<file path="src/rtl/alu_arb_pkg.sv">
// Shared types and helpers for the ALU request arbiter.
// The ALU width and op encodings mirror the core's RISC-V defines.
package alu_arb_pkg;

  localparam int ALU_OP_WIDTH     = 4;
  localparam int RISCV_WORD_WIDTH = 32;

  localparam logic [ALU_OP_WIDTH-1:0] ALU_ADD = 4'd0;
  localparam logic [ALU_OP_WIDTH-1:0] ALU_SUB = 4'd1;
  localparam logic [ALU_OP_WIDTH-1:0] ALU_XOR = 4'd2;
  localparam logic [ALU_OP_WIDTH-1:0] ALU_OR  = 4'd3;
  localparam logic [ALU_OP_WIDTH-1:0] ALU_AND = 4'd4;
  localparam logic [ALU_OP_WIDTH-1:0] ALU_SLL = 4'd5;
  localparam logic [ALU_OP_WIDTH-1:0] ALU_SRL = 4'd6;
  localparam logic [ALU_OP_WIDTH-1:0] ALU_LTS = 4'd7;
  localparam logic [ALU_OP_WIDTH-1:0] ALU_LTU = 4'd8;
  localparam logic [ALU_OP_WIDTH-1:0] ALU_EQ  = 4'd9;

  // Op presented to the ALU when nobody is requesting, keeps its inputs X-free.
  localparam logic [ALU_OP_WIDTH-1:0] ALU_IDLE_OP = ALU_ADD;

  // Largest requester count the one-hot helper supports.
  localparam int MAX_REQ = 8;

  typedef struct packed {
    logic [ALU_OP_WIDTH-1:0]     op;
    logic [RISCV_WORD_WIDTH-1:0] a;
    logic [RISCV_WORD_WIDTH-1:0] b;
  } alu_req_t;

  // Index to one-hot over the maximum requester count; callers truncate.
  function automatic logic [MAX_REQ-1:0] onehot_from_idx(input logic [2:0] idx);
    onehot_from_idx = 8'b0000_0001 << idx;
  endfunction

endpackage

</file>
<file path="src/rtl/rr_arbiter.sv">
// Combinational round-robin arbiter: the first valid index after `last_i`
// (wrapping modulo N) wins. Reusable for any shared resource.
module rr_arbiter #(
  parameter int N     = 2,
  parameter int IDX_W = (N > 1) ? $clog2(N) : 1
) (
  input  logic [N-1:0]     valid_i,
  input  logic [IDX_W-1:0] last_i,
  output logic [N-1:0]     grant_onehot_o,
  output logic [IDX_W-1:0] grant_idx_o,
  output logic             any_o
);

  localparam logic [IDX_W:0] N_L = (IDX_W+1)'(N);

  logic [IDX_W:0]   pos_s;
  logic [IDX_W-1:0] cand_s;

  // Scan last+1 .. last+N modulo N and latch the first valid candidate.
  always_comb begin
    grant_onehot_o = '0;
    grant_idx_o    = '0;
    any_o          = 1'b0;
    pos_s          = '0;
    cand_s         = '0;
    for (int off = 1; off <= N; off++) begin
      pos_s  = {1'b0, last_i} + (IDX_W+1)'(off);
      pos_s  = (pos_s >= N_L) ? (pos_s - N_L) : pos_s;
      cand_s = pos_s[IDX_W-1:0];
      if (!any_o && valid_i[cand_s]) begin
        any_o                  = 1'b1;
        grant_idx_o            = cand_s;
        grant_onehot_o[cand_s] = 1'b1;
      end else begin
        any_o = any_o;
      end
    end
  end

endmodule

</file>
<file path="src/rtl/alu_arbiter.sv">
// Shares one combinational ALU between N_REQ requesters. The round-robin
// winner drives the ALU; its result is captured into a one-entry response
// register returned to the owner with backpressure. A drain and a new grant
// may happen in the same cycle, giving one operation per cycle.
module alu_arbiter
  import alu_arb_pkg::*;
#(
  parameter int N_REQ = 2,
  parameter int ID_W  = $clog2(N_REQ)
) (
  input  logic                                    clk_i,
  input  logic                                    rst_ni,
  input  logic [N_REQ-1:0]                        req_valid_i,
  output logic [N_REQ-1:0]                        req_ready_o,
  input  logic [N_REQ-1:0][ALU_OP_WIDTH-1:0]      req_op_i,
  input  logic [N_REQ-1:0][RISCV_WORD_WIDTH-1:0]  req_a_i,
  input  logic [N_REQ-1:0][RISCV_WORD_WIDTH-1:0]  req_b_i,
  output logic [N_REQ-1:0]                        resp_valid_o,
  input  logic [N_REQ-1:0]                        resp_ready_i,
  output logic [RISCV_WORD_WIDTH-1:0]             resp_data_o,
  output logic [ID_W-1:0]                         resp_id_o,
  output logic [ALU_OP_WIDTH-1:0]                 alu_op_o,
  output logic [RISCV_WORD_WIDTH-1:0]             alu_a_o,
  output logic [RISCV_WORD_WIDTH-1:0]             alu_b_o,
  input  logic [RISCV_WORD_WIDTH-1:0]             alu_result_i
);

  logic                        full_q, full_d;
  logic [RISCV_WORD_WIDTH-1:0] data_q, data_d;
  logic [ID_W-1:0]             id_q, id_d;
  logic [ID_W-1:0]             last_q, last_d;

  logic [N_REQ-1:0] grant_oh_s;
  logic [ID_W-1:0]  grant_idx_s;
  logic             grant_any_s;
  logic             drain_s;
  logic             can_accept_s;
  logic             hs_s;
  alu_req_t         alu_req_s;

  rr_arbiter #(
    .N     (N_REQ),
    .IDX_W (ID_W)
  ) u_rr (
    .valid_i        (req_valid_i),
    .last_i         (last_q),
    .grant_onehot_o (grant_oh_s),
    .grant_idx_o    (grant_idx_s),
    .any_o          (grant_any_s)
  );

  // The held response leaves when its owner is ready; a free slot takes a new grant.
  assign drain_s      = full_q & resp_ready_i[id_q];
  assign can_accept_s = ~full_q | drain_s;
  // Reset gating keeps ready low while the block is held in reset.
  assign hs_s         = grant_any_s & can_accept_s & rst_ni;

  // Ready goes only to the winner, and only when the response slot can take it.
  always_comb begin
    if (rst_ni && can_accept_s) begin
      req_ready_o = grant_oh_s;
    end else begin
      req_ready_o = '0;
    end
  end

  // Steer the winner to the ALU regardless of slot state; idle op otherwise.
  always_comb begin
    if (grant_any_s) begin
      alu_req_s.op = req_op_i[grant_idx_s];
      alu_req_s.a  = req_a_i[grant_idx_s];
      alu_req_s.b  = req_b_i[grant_idx_s];
    end else begin
      alu_req_s.op = ALU_IDLE_OP;
      alu_req_s.a  = '0;
      alu_req_s.b  = '0;
    end
  end

  assign alu_op_o = alu_req_s.op;
  assign alu_a_o  = alu_req_s.a;
  assign alu_b_o  = alu_req_s.b;

  // Next-state for the response slot and the round-robin pointer.
  always_comb begin
    full_d = full_q;
    data_d = data_q;
    id_d   = id_q;
    last_d = last_q;
    if (hs_s) begin
      full_d = 1'b1;
      data_d = alu_result_i;
      id_d   = grant_idx_s;
      last_d = grant_idx_s;
    end else if (drain_s) begin
      full_d = 1'b0;
    end else begin
      full_d = full_q;
    end
  end

  // Response slot and pointer registers; pointer resets so requester 0 wins first.
  always_ff @(posedge clk_i or negedge rst_ni) begin
    if (!rst_ni) begin
      full_q <= 1'b0;
      data_q <= '0;
      id_q   <= '0;
      last_q <= ID_W'(N_REQ - 1);
    end else begin
      full_q <= full_d;
      data_q <= data_d;
      id_q   <= id_d;
      last_q <= last_d;
    end
  end

  // Response valid is one-hot to the owner of the held entry.
  always_comb begin
    if (full_q) begin
      resp_valid_o = N_REQ'(onehot_from_idx(3'(id_q)));
    end else begin
      resp_valid_o = '0;
    end
  end

  assign resp_data_o = data_q;
  assign resp_id_o   = id_q;

endmodule

</file>
<file path="config.mk">
export PLATFORM = sky130hd
export DESIGN_NAME = alu_arbiter
export DESIGN_NICKNAME = d
export VERILOG_FILES = /design/src/rtl/alu_arb_pkg.sv /design/src/rtl/rr_arbiter.sv /design/src/rtl/alu_arbiter.sv
export SDC_FILE = /design/constraint.sdc
export NUM_CORES = 1
export LEC_CHECK = 0
export ABC_AREA = 1
export BUFFER_PORTS_ARGS = -buffer_cell sky130_fd_sc_hd__buf_2
export CAP_MARGIN = 20
export CORE_AREA = 2 2 108 110
export DETAILED_ROUTE_END_ITERATION = 10
export DIE_AREA = 0 0 110 112
export GPL_ROUTABILITY_DRIVEN = 0
export PLACE_DENSITY = 0.55
export SLEW_MARGIN = 20
export SYNTH_ARGS = -nofsm -noshare
export SYNTH_HDL_FRONTEND = slang
export SYNTH_SLANG_ARGS = --single-unit
</file>
<file path="constraint.sdc">
create_clock -name clk_i -period 1.4 [get_ports clk_i]
set_input_delay 0.21 -clock clk_i [delete_from_list [all_inputs] [get_ports clk_i]]
set_output_delay 0.21 -clock clk_i [all_outputs]
set_load 0.02 [all_outputs]
</file>
==> results of run 1 <==
==> what timing repair did <==
action | CTS | global route
pin swaps | 3 | 2
cloned | 2 | 5
setup endpoints to repair | 70 | 101
hold buffers | 1 | 0
setup buffers | 3 | 4
gates resized for setup | 115 | 113
hold endpoints to repair | 1 | 0
==> through the flow <==
stage	setup TNS [ns]	instances	total power [mW]	instance area (um2)	hold slack (ns)
floorplan	-2.43	394	3.95	2620	-0.0856
detailed placement	-4.05	804	5.49	4300	0.277
finish	-22.52	826	7.81	5390	0.0502
CTS	-22.06	817	7.09	4890	0.0465
global placement	-1.26	804	5.44	4300	0.286
global route	-29.01	826	8.29	5390	0.0798
==> layer usage <==
| layer | GRT usage [%] | part of all wire [%] | vias up |
|---|---|---|---|
| met1 | 21.1 | 36 | 1797 |
| li1 | - | - | 1862 |
| met5 | 0 | 0 | - |
| met3 | 4.74 | 8.3 | 32 |
| met4 | 6.67 | 3.0 | 0 |
| met2 | 34.4 | 53 | 193 |
==> where the power goes <==
part / switching [mW] / internal [mW]
Clock: 0.389 / 0.693
Sequential: 0.359 / 1.47
Combinational: 2.78 / 2.11
Total: 3.53 / 4.27
==> worst paths after layout <==
| path | startpoint | end | cells after the start |
|---|---|---|---|
| worst max-delay path | last_q$_DFFE_PN1P_ | alu_b_o[11] | 5 |
| worst min-delay path | rst_ni | full_q$_DFFE_PN0P_ | 2 |
| worst max register to register | resp_id_o$_DFFE_PN0P_ | resp_data_o[27]$_DFFE_PN0P_ | 9 |
| worst min register to register | resp_data_o[15]$_DFFE_PN0P_ | resp_data_o[15]$_DFFE_PN0P_ | 2 |
| max in group asynchronous | rst_ni | last_q$_DFFE_PN1P_ | 2 |
| min in group clk_i | alu_result_i[15] | resp_data_o[15]$_DFFE_PN0P_ | 3 |
==> state kept, by name (all words and copies together) (netlist names) <==
signal	flops
resp_data_o	32
full_q	1
last_q	1
resp_id_o	1
==> cells by family after synthesis <==
logic type             count (synthesis)  synth area share, %
flip-flops                            35                 35.5
AND/OR/NAND/NOR                      247                 41.8
AO/OA/AOI/OAI                         70                 14.2
buffers and inverters                 42                 8.51
==> placed cells by master, fill, tap and decap left out, types with 5 or more instances in the layout <==
cell,n
buf_2,209
nand2_1,142
nand2_2,54
buf_4,52
o21ai_2,48
buf_6,42
dfrtp_1,34
nand4_1,32
nand2_4,13
o21ai_1,11
o21ai_4,10
buf_12,9
clkbuf_16,8
inv_1,5
==> area by class of cell <==
cell class / instances / area [um2]
clock inverter: 1 / 5.00
timing repair buffer: 319 / 2240
tap: 143 / 179
sequential: 35 / 877
fill: 1095 / 5780
clock buffer: 6 / 139
multi-input combinational: 317 / 1930
inverter: 5 / 18.8
==> summary.md, run 1 <==
| Metric | Value |
|---|---|
| Status | complete, but fails checks |
| Violated checks | negative setup slack |
| Worst setup EP type | output port |
| Ports | 279 |
| Cts bufs inserted | 5 |
| Initial core utilization | 22.1% |
| FF+latch count, synth | 35 |
| Initial antenna violation count | 0 |
| Synth area leaders | dfrtp_1, nand2_1, o21ai_0 |
| Dominant synthesized flop cell | dfrtp_1 |
| Area grow syn2layout | 118% |
| Port bufs | 278 |
| Initial DRC Count | 253 |
| Tcrit/Tclk final | 128% |
| Post-synth top area share | 34.5% |
| CTS tree | done |
| Syn_nets | 568 |
| GRT Util Overall | 19.0% |
| Unique masters post-synth | 17 |
| Layout cells sized above 1 | 66.6% |
| Crit path DAT | 1.59 ns |
| ANT nets after route | 0 |
| Core area | 11200 um2 |
| # setup viols final | 87 |
| Top cells by count, synth | nand2_1, o21ai_0, dfrtp_1, nand4_1, buf_2 |
| Num rows | 39 |
| Skew final | 0.00526 ns |
| Largest area contributor in the netlist | dfrtp_1 |
| Dpl ws | -0.104 ns |
| Max-slew headroom | 79.8% |
| MaxCap Viol Count | 0 |
| Min cycle time layout | 1.80 ns |
| Clk buf depth | 2 |
| Critical Path Fanout Max | 14 |
| First-pass GRT wire length | 18500 um |
| Vias in the first global route | 3726 |
| Worst min path class | primary input to async pin |
| Peak VDD IR | 959 uV |
| Wire per inst | 15.8 um |
| Pin count of the biggest net entering global routing | 67 |
| Clk pin slew, worst setup/hold paths | 0.05 ns |
| H-tree levels | 2 |
| Final nets | 857 |
| Fin util | 48.2% |
| CP max-delay cell | dfstp_2 |
| Synth Warn # | 0 |
| CP peak stage delay | 0.56 ns |
| Synth Instances | 394 |
| Final WL | 13100 um |
| Critical Path RT | 1.19 ns |
| Crit path kind | register to output port |
| Buf/Inv on CP | 3 |
| Unrepaired setup endpoints after global routing | yes |
| Worst-Margin Slew | 0.304 ns |
| Die height | 112 um |
| Crit-path most repeated cell | buf_12 |
| Delay-heaviest family, CP | flip-flops |
| Drt drc | 0 |
| Chip width | 110 um |
| Routed vias/inst | 4.70 |
| Register area share after synthesis | 35.5% |
| Lkg Pwr | 2.91 nW |
| Final hold vios | 0 |
| Peak Freq | 0.556 GHz |
| Startpoint types | register |
| Mapped cell area | 2470 um2 |
| Clk root buf | clkbuf_16 |
| First-pass DRT Iterations | 7 |
| Power Density | 1450 nW/um2 |
| R2R setup slack | -0.03 ns |
| Via count | 3884 |
| Worst-Skew Late Latency | 0.28 ns |
| Most frequent cell after synthesis | nand2_1 |
| Total die area | 12300 um2 |
| Worst setup margin | -0.399 ns |
| Async set-reset flop share out of synthesis | 100% |
| Number of synthesized flops with an enable pin | 0 |
| Slew Viols, Final | 0 |
| Inserted Diodes | 0 |
| HPWL after DPL | 9300 um |
| GR Overflow Total | 0 |
| Crit-path cells | a21oi_4 -> buf_12 -> buf_12 -> o21ai_1 -> buf_4 |
| Mean Syn Cell Area | 6.27 um2 |
| Sink Count | 35 |
(Power assumes the default switching activity.)
==> inputs of run 2 (changes only) <==
Settings changed: HOLD_SLACK_MARGIN from default to 0.15.
==> run 2 against run 1 <==
The run still ends with negative setup slack left. Die area is the same. Register-to-register slack about the same. Sequential share of layout area fell by 0.079 points. Maximum frequency barely moved. Critical path depth did not move. Clock-buffer cell count did not move. Cell count is 0.12% higher. Sequential cell count did not move. Via count increased by 0.77%. Highest routed layer unchanged. Clock skew grew 0.0016 ns. Sequential power barely moved.
==> summary.md, run 2 (synthesis gave the netlist of run 1 again) <==
| Metric | Value |
|---|---|
| Die height | 112 um |
| Peak VDD IR | 964 uV |
| Chip width | 110 um |
| Worst min path class | primary input to register |
| Final TNS setup | -22.72 ns |
| Slew Viols, Final | 0 |
| Ports | 279 |
| Num rows | 39 |
| Final nets | 858 |
| Worst-Skew Late Latency | 0.28 ns |
| Unrepaired setup endpoints after global routing | yes |
| Dpl ws | -0.104 ns |
| Area grow syn2layout | 119% |
| Most frequent cells in the layout | buf_2, nand2_1, nand2_2, buf_4, o21ai_2 |
| Pin count of the biggest net entering global routing | 67 |
| Wire per inst | 16.1 um |
| Most common cell after layout, fill and taps aside | buf_2 |
| Crit path DAT | 1.59 ns |
| Critical Path RT | 1.19 ns |
| CTS tree | done |
| First-pass DRT Iterations | 5 |
| Drt drc | 0 |
| Clk pin slew, worst setup/hold paths | 0.06 ns |
| Inserted Diodes | 0 |
| Violated checks | negative setup slack |
| Layout cells sized above 1 | 67.1% |
| Min cycle time layout | 1.80 ns |
| Clk root buf | clkbuf_16 |
| Startpoint types | register |
| Metal3 WL | 1130 um |
| Lkg Pwr | 2.93 nW |
| Initial core utilization | 22.1% |
| Worst-Margin Slew | 0.304 ns |
| Tcrit/Tclk final | 129% |
| Initial DRC Count | 234 |
| Skew final | 0.00687 ns |
| Sink Count | 35 |
| Vias in the first global route | 3731 |
| Routed vias/inst | 4.73 |
| Peak Freq | 0.556 GHz |
| MaxCap Viol Count | 0 |
| Clk buf depth | 2 |
| Final WL | 13300 um |
| Cts bufs inserted | 5 |
| H-tree levels | 2 |
| Final Hold Slack | 0.184 ns |
| GR Overflow Total | 0 |
| Total Power | 7.85 mW |
| Critical Path Fanout Max | 14 |
| Total die area | 12300 um2 |
| FILL cells | 1099 |
| Core area | 11200 um2 |
| Initial antenna violation count | 0 |
| Top Layer Used | met4 |
| HPWL after DPL | 9300 um |
| Via count | 3914 |
| Port bufs | 278 |
| Max-slew headroom | 79.7% |
| Met2 WL | 7010 um |
| First-pass GRT wire length | 18500 um |
| Crit path kind | register to output port |
| ANT nets after route | 0 |
| Worst setup margin | -0.400 ns |
| Wl on met1 | 4800 um |
| Status | complete, but fails checks |
| Worst setup EP type | output port |
| # setup viols final | 87 |
| Power Density | 1450 nW/um2 |
| Max reg flops | 32 |
| GRT Util Overall | 19.0% |
| Fin util | 48.5% |
| Final hold vios | 0 |
run 2: through the flow:
stage | instances | instance area, um2
floorplan | 394 | 2620
global placement | 804 | 4300
detailed placement | 804 | 4300
CTS | 817 | 4890
global route | 827 | 5420
finish | 827 | 5420
run 2: cell type report:
cell class / count / area, um2 / area share, %
clock buffer: 6 / 139 / 2.56
clock inverter: 1 / 5.00 / 0.0924
inverter: 5 / 18.8 / 0.346
multi-input combinational: 317 / 1940 / 35.7
sequential: 35 / 877 / 16.2
tap: 143 / 179 / 3.30
timing repair buffer: 320 / 2260 / 41.8
run 2: worst max-delay path, cell delays in order, from the launching register on:
cell	delay [ns]
dfstp_2	0.56
a21oi_4	0.08
buf_12	0.16
buf_12	0.15
o21ai_1	0.17
buf_4	0.18
run 2: final timing paths:
check	startpoint	end	slack [ns]	depth (start not counted)
setup / recovery	last_q$_DFFE_PN1P_	alu_b_o[11]	-0.40	5
hold / removal	alu_result_i[14]	resp_data_o[14]$_DFFE_PN0P_	0.18	3
setup reg to reg	resp_id_o$_DFFE_PN0P_	resp_data_o[7]$_DFFE_PN0P_	-0.03	9
hold reg to reg	resp_data_o[30]$_DFFE_PN0P_	resp_data_o[30]$_DFFE_PN0P_	0.48	2
max in group asynchronous	rst_ni	resp_data_o[22]$_DFFE_PN0P_	0.78	3
min in group asynchronous	rst_ni	last_q$_DFFE_PN1P_	0.30	2
run 2: repair_timing:
action                                 in CTS  in global routing
setup buffers                               3                  4
gates cloned                                2                  6
endpoints found under the hold margin      35                  0
resized for setup                         115                118
hold buffers                                1                  0
pin swaps                                   3                  2
setup endpoints to repair                  70                104
run 2: where the power goes:
group | total (mW) | switching (mW) | leakage (nW) | internal (mW)
logic | 4.93 | 2.80 | 2.43 | 2.12
clock network | 1.08 | 0.391 | 0.0727 | 0.693
registers | 1.84 | 0.367 | 0.429 | 1.47
total | 7.85 | 3.56 | 2.93 | 4.28
run 2: layer usage:
layer	GRT usage [%]	up-vias
met3	4.74	32
met5	0	-
met1	21.0	1818
met4	6.67	0
met2	34.4	201
li1	-	1863
